--- src/rtl/dipsw_debounce.sv ---
// Per-bit two-flop synchronizer and stability-counter debouncer for DIP switches.
// Emits a clean level plus registered one-cycle rise/fall pulses.
module dipsw_debounce #(
    parameter int               WIDTH         = 4,
    parameter int               STABLE_CYCLES = 50000,
    parameter int               CNT_WIDTH     = 16,
    parameter logic [WIDTH-1:0] INVERT        = '0,
    parameter logic [WIDTH-1:0] RESET_VAL     = '0
) (
    input  logic             clk,
    input  logic             reset,
    input  logic [WIDTH-1:0] sw_in,
    output logic [WIDTH-1:0] sw_out,
    output logic [WIDTH-1:0] rise,
    output logic [WIDTH-1:0] fall,
    output logic             changed
);

    localparam logic [CNT_WIDTH-1:0] LAST = CNT_WIDTH'(STABLE_CYCLES - 1);

    logic [WIDTH-1:0]     s1;
    logic [WIDTH-1:0]     s2;
    logic [CNT_WIDTH-1:0] cnt     [WIDTH];
    logic [CNT_WIDTH-1:0] cnt_nxt [WIDTH];
    logic [WIDTH-1:0]     out_nxt;
    logic [WIDTH-1:0]     rise_nxt;
    logic [WIDTH-1:0]     fall_nxt;
    logic                 changed_nxt;

    always_ff @(posedge clk or posedge reset) begin
        if (reset) begin
            s1 <= RESET_VAL;
            s2 <= RESET_VAL;
        end else begin
            s1 <= sw_in ^ INVERT;
            s2 <= s1;
        end
    end

    // Any bounce back to the current level drops all accumulated credit.
    always_comb begin
        out_nxt  = sw_out;
        rise_nxt = '0;
        fall_nxt = '0;
        for (int i = 0; i < WIDTH; i++) begin
            cnt_nxt[i] = '0;
            if (s2[i] != sw_out[i]) begin
                if (cnt[i] == LAST) begin
                    out_nxt[i]  = s2[i];
                    rise_nxt[i] = s2[i];
                    fall_nxt[i] = ~s2[i];
                end else begin
                    cnt_nxt[i] = cnt[i] + 1'b1;
                end
            end
        end
        changed_nxt = |(rise_nxt | fall_nxt);
    end

    always_ff @(posedge clk or posedge reset) begin
        if (reset) begin
            sw_out  <= RESET_VAL;
            rise    <= '0;
            fall    <= '0;
            changed <= 1'b0;
            for (int i = 0; i < WIDTH; i++) begin
                cnt[i] <= '0;
            end
        end else begin
            sw_out  <= out_nxt;
            rise    <= rise_nxt;
            fall    <= fall_nxt;
            changed <= changed_nxt;
            for (int i = 0; i < WIDTH; i++) begin
                cnt[i] <= cnt_nxt[i];
            end
        end
    end

endmodule

--- config.mk ---
export PLATFORM = sky130hd
export DESIGN_NAME = dipsw_debounce
export DESIGN_NICKNAME = d
export VERILOG_FILES = /design/src/rtl/dipsw_debounce.sv
export SDC_FILE = /design/constraint.sdc
export NUM_CORES = 1
export LEC_CHECK = 0
export BUFFER_PORTS_ARGS = -buffer_cell sky130_fd_sc_hd__clkbuf_2
export CELL_PAD_IN_SITES_DETAIL_PLACEMENT = 1
export CELL_PAD_IN_SITES_GLOBAL_PLACEMENT = 1
export CORE_ASPECT_RATIO = 1.75
export CORE_UTILIZATION = 52
export CTS_CLUSTER_DIAMETER = 30
export CTS_CLUSTER_SIZE = 8
export DETAILED_ROUTE_END_ITERATION = 7
export PLACE_DENSITY = 0.87
export SLEW_MARGIN = 15
export SYNTH_ARGS = -nofsm -noshare
export SYNTH_HDL_FRONTEND = slang
export SYNTH_SLANG_ARGS = --single-unit
--- constraint.sdc ---
create_clock -name clk -period 6.1 [get_ports clk]
set_clock_uncertainty 0.15 [all_clocks]
set_input_delay 0.61 -clock clk [delete_from_list [all_inputs] [get_ports clk]]
set_output_delay 0.61 -clock clk [all_outputs]
set_load 0.02 [all_outputs]
==> impl_metrics.yaml <==
yosys:
  synth_edf_count: 0
  ys_ff_latch: 85
  yosys-top-cells-count: "85 x dfrtp_1, 63 x nor2_1, 30 x xnor2_1"
  avgSynthCellArea_um2: 10.70
  synth_compound_area_share_pct: 1.587
  synthArstFlopShare_pct: 100.0
  synth.area.top_cells: "dfrtp_1 55%, xnor2_1 6.8%, nor2_1 6.1%, xor2_1 6.1%, nand3_1 2.9%"
  synth_most_common_cell: "dfrtp_1"
  ys.flop_type: "dfrtp_1"
  synth_xor_area_share_pct: 12.93
  synthMuxAreaShare_pct: 1.166
  synth_top_family_by_area: "simple AND/OR/NAND/NOR gates"
  synth_seq_area_share_pct: 55.07
  synth.distinct_cells: 32
  yosysTopAreaCell: "dfrtp_1"
  synth.cell_area_um2: 3862
  synth_cells: 361
  yosys.area_share.adder_pct: 1.296
  netlist.area_leader.share_pct: 55.07
  synth-simple-area-share_pct: 26.27
  synth_nets: 371
  synth_warnings: 0
floorplanning:
  die_w_um: 67.15
  ioPinCount: 19
  rows: 41
  fp.coreArea_um2: 7182
  dieArea_um2: 7790
  start_util_pct: 53.78
  dieHeight_um: 116.0
worst_setup_path:
  critPathArrivalTime_ns: 2.29
  crit_required_ns: 6.15
  crit_path_end_kind: "flip-flop"
  worst-path-max-fanout: 15
  r2r_cells: 5
  r2r_slack_ns: 3.86
  reg2reg_to: "cnt[29]$_DFF_PP0_"
  start_kind: "flip-flop"
  r2r-start: "cnt[16]$_DFF_PP0_"
  path_class: "reg -> reg"
routing:
  first_iter_violations: 179
  wire_per_inst_um: 19.41
  ant_nets: 0
  drc_errors: 0
  drt_wl_total_um: 9163
  viasPerCell: 5.979
  drt-pass1-iter-count: 4
  vias: 2822
clock_network:
  cts.repair.resized: 0
  postCtsSetupBuffers: 0
  holdBufCountCts: 0
  clock_latency_ns: 0.34
  clk_pin_slew_ns: 0.06
  cts_buffers: 9
  clock_path_buffers: 2
  clock-sinks: 85
  cts_max_level: 3
  cts_tree: "built"
  cts_root_buffer: "clkbuf_16"
pwr:
  clockPowerShare_pct: 47.6
  ir_drop_v: 0.0002035
  cellPowerDensity_nw_per_um2: 271.6
  power.internal_mw: 0.9313
  combPwrFrac_pct: 3.0
  power_frac_seq_pct: 49.5
  p_leak_nw: 1.882
  power_mw: 1.178
  switching_share_pct: 20.95
  netSwitchingPower_mw: 0.2468
min_path:
  hold_path_class: "reg -> reg"
  holdPathStages: 0
  hold_start: "s1[0]$_DFF_PP0_"
  min_to: "s2[0]$_DFF_PP0_"
place:
  port-buffer-count: 18
  hpwl_um: 5668
  dp_slack_ns: 3.879
  routabilityCongestion: 0.8693
timing:
  fmax_ghz: 0.4466
  period_needed_ns: 2.239
  final_hold_viol_count: 0
  setup_ws_ns: 3.861
  tns_ns: 0
  setup_violations: 0
  holdWs_ns: 0.1961
  rsz0062_at_grt: "false"
  relSlewSlack_pct: 49.52
  tightest_slew_ns: 0.7572
  timing.final.crit_share_pct: 36.71
  report.final.slew_viol_count: 0
layout:
  drive_above_1_share_pct: 11.14
  fillerInstances: 786
  n_antenna_cell: 0
  nets: 391
  syn_to_final_growth_pct: 12.31
global_routing:
  antenna_found_initial: 0
  grt-ovfl-total: 0
  grt_pass1_vias: 3047
  grt_max_degree: 86
  grt_pass1_wl_um: 15170
  track_usage_pct: 26.67
job:
  max_cap_violations: 0
outcome:
  outcome: "completed"
cells in the final DEF (no fill, tap or decap), types with 6 or more instances in the layout:
cell type and instances:
dfrtp_1 85, nor2_1 63, xnor2_1 30, xor2_1 27, nand3_1 22, nand2_1 19, clkbuf_2 18, nand4_1 17
and3_1 10, nor3b_1 9, clkbuf_16 9, nor4bb_1 8, and4_1 8, nor4_1 7, nor3_1 7, nor4b_1 6
power by group through the flow:
stage	clock network, mW	registers [mW]	logic (mW)
after global placement	0	0.591	0.0321
final	0.561	0.583	0.0348
after global routing	0.598	0.583	0.0403
after detailed placement	0	0.592	0.0343
after CTS	0.574	0.583	0.0359
after floorplan	0	0.589	0.0249
worst max path at each step:
stage | startpoint | endpoint | cells past startpoint
2_1_floorplan | reset | changed$_DFF_PP0_ | 1
3_3_place_gp | cnt[16]$_DFF_PP0_ | cnt[19]$_DFF_PP0_ | 5
3_5_place_dp | cnt[16]$_DFF_PP0_ | cnt[29]$_DFF_PP0_ | 5
4_1_cts | cnt[16]$_DFF_PP0_ | cnt[29]$_DFF_PP0_ | 5
5_1_grt | cnt[16]$_DFF_PP0_ | cnt[29]$_DFF_PP0_ | 5
6_report | cnt[16]$_DFF_PP0_ | cnt[29]$_DFF_PP0_ | 5
sequential cells by signal, summed over array words and instances (netlist names):
register / count
sw_out: 4
fall: 4
changed: 1
s1: 4
cnt: 64
rise: 4
s2: 4
cell type report:
type | instances | area (um2) | area share, %
timing repair buffer | 19 | 101.3 | 2.336
multi-input combinational | 261 | 1670 | 38.51
clock inverter | 4 | 45.04 | 1.038
tap | 86 | 107.6 | 2.481
inverter | 5 | 20.02 | 0.4615
sequential | 85 | 2127 | 49.03
clock buffer | 12 | 266.5 | 6.144
cell families (layout without fill, tap and decap cells):
logic type / after synthesis / after routing
xor gates and xnor gates: 57 / 57
DFF: 85 / 85
AOI/OAI and AO/OA: 10 / 10
buffers and inverters: 15 / 40
adders and majority gates: 4 / 4
muxes: 4 / 4
and+or+nand+nor: 186 / 186
per-layer routing:
layer  part of all wire [%]  track usage [%]  vias up  routed length (um)
li1                       -                -     1301                   -
met1                     39            29.55     1448                3604
met2                     55            45.73       56                5074
met3                    2.6            6.890       17                 242
met4                    2.6            13.76        0                 241
met5                      0                0        -                   0
worst max-delay path: stages, from the launching register on:
cell      delay, ns
dfrtp_1        0.40
ha_1           0.21
nand3_1        0.27
nand4b_1       0.43
nand2_1        0.50
nor2_1         0.13
stage by stage:
stage / instance area (um2) / utilization, % / instances
2_1_floorplan: 3862 / - / 361
3_3_place_gp: 4023 / 56.01 / 456
3_5_place_dp: 4023 / 56.01 / 456
4_1_cts: 4334 / 60.35 / 472
5_1_grt: 4338 / 60.40 / 472
6_report: 4338 / 60.40 / 472
Note: power is estimated with default switching activity, not from simulation.
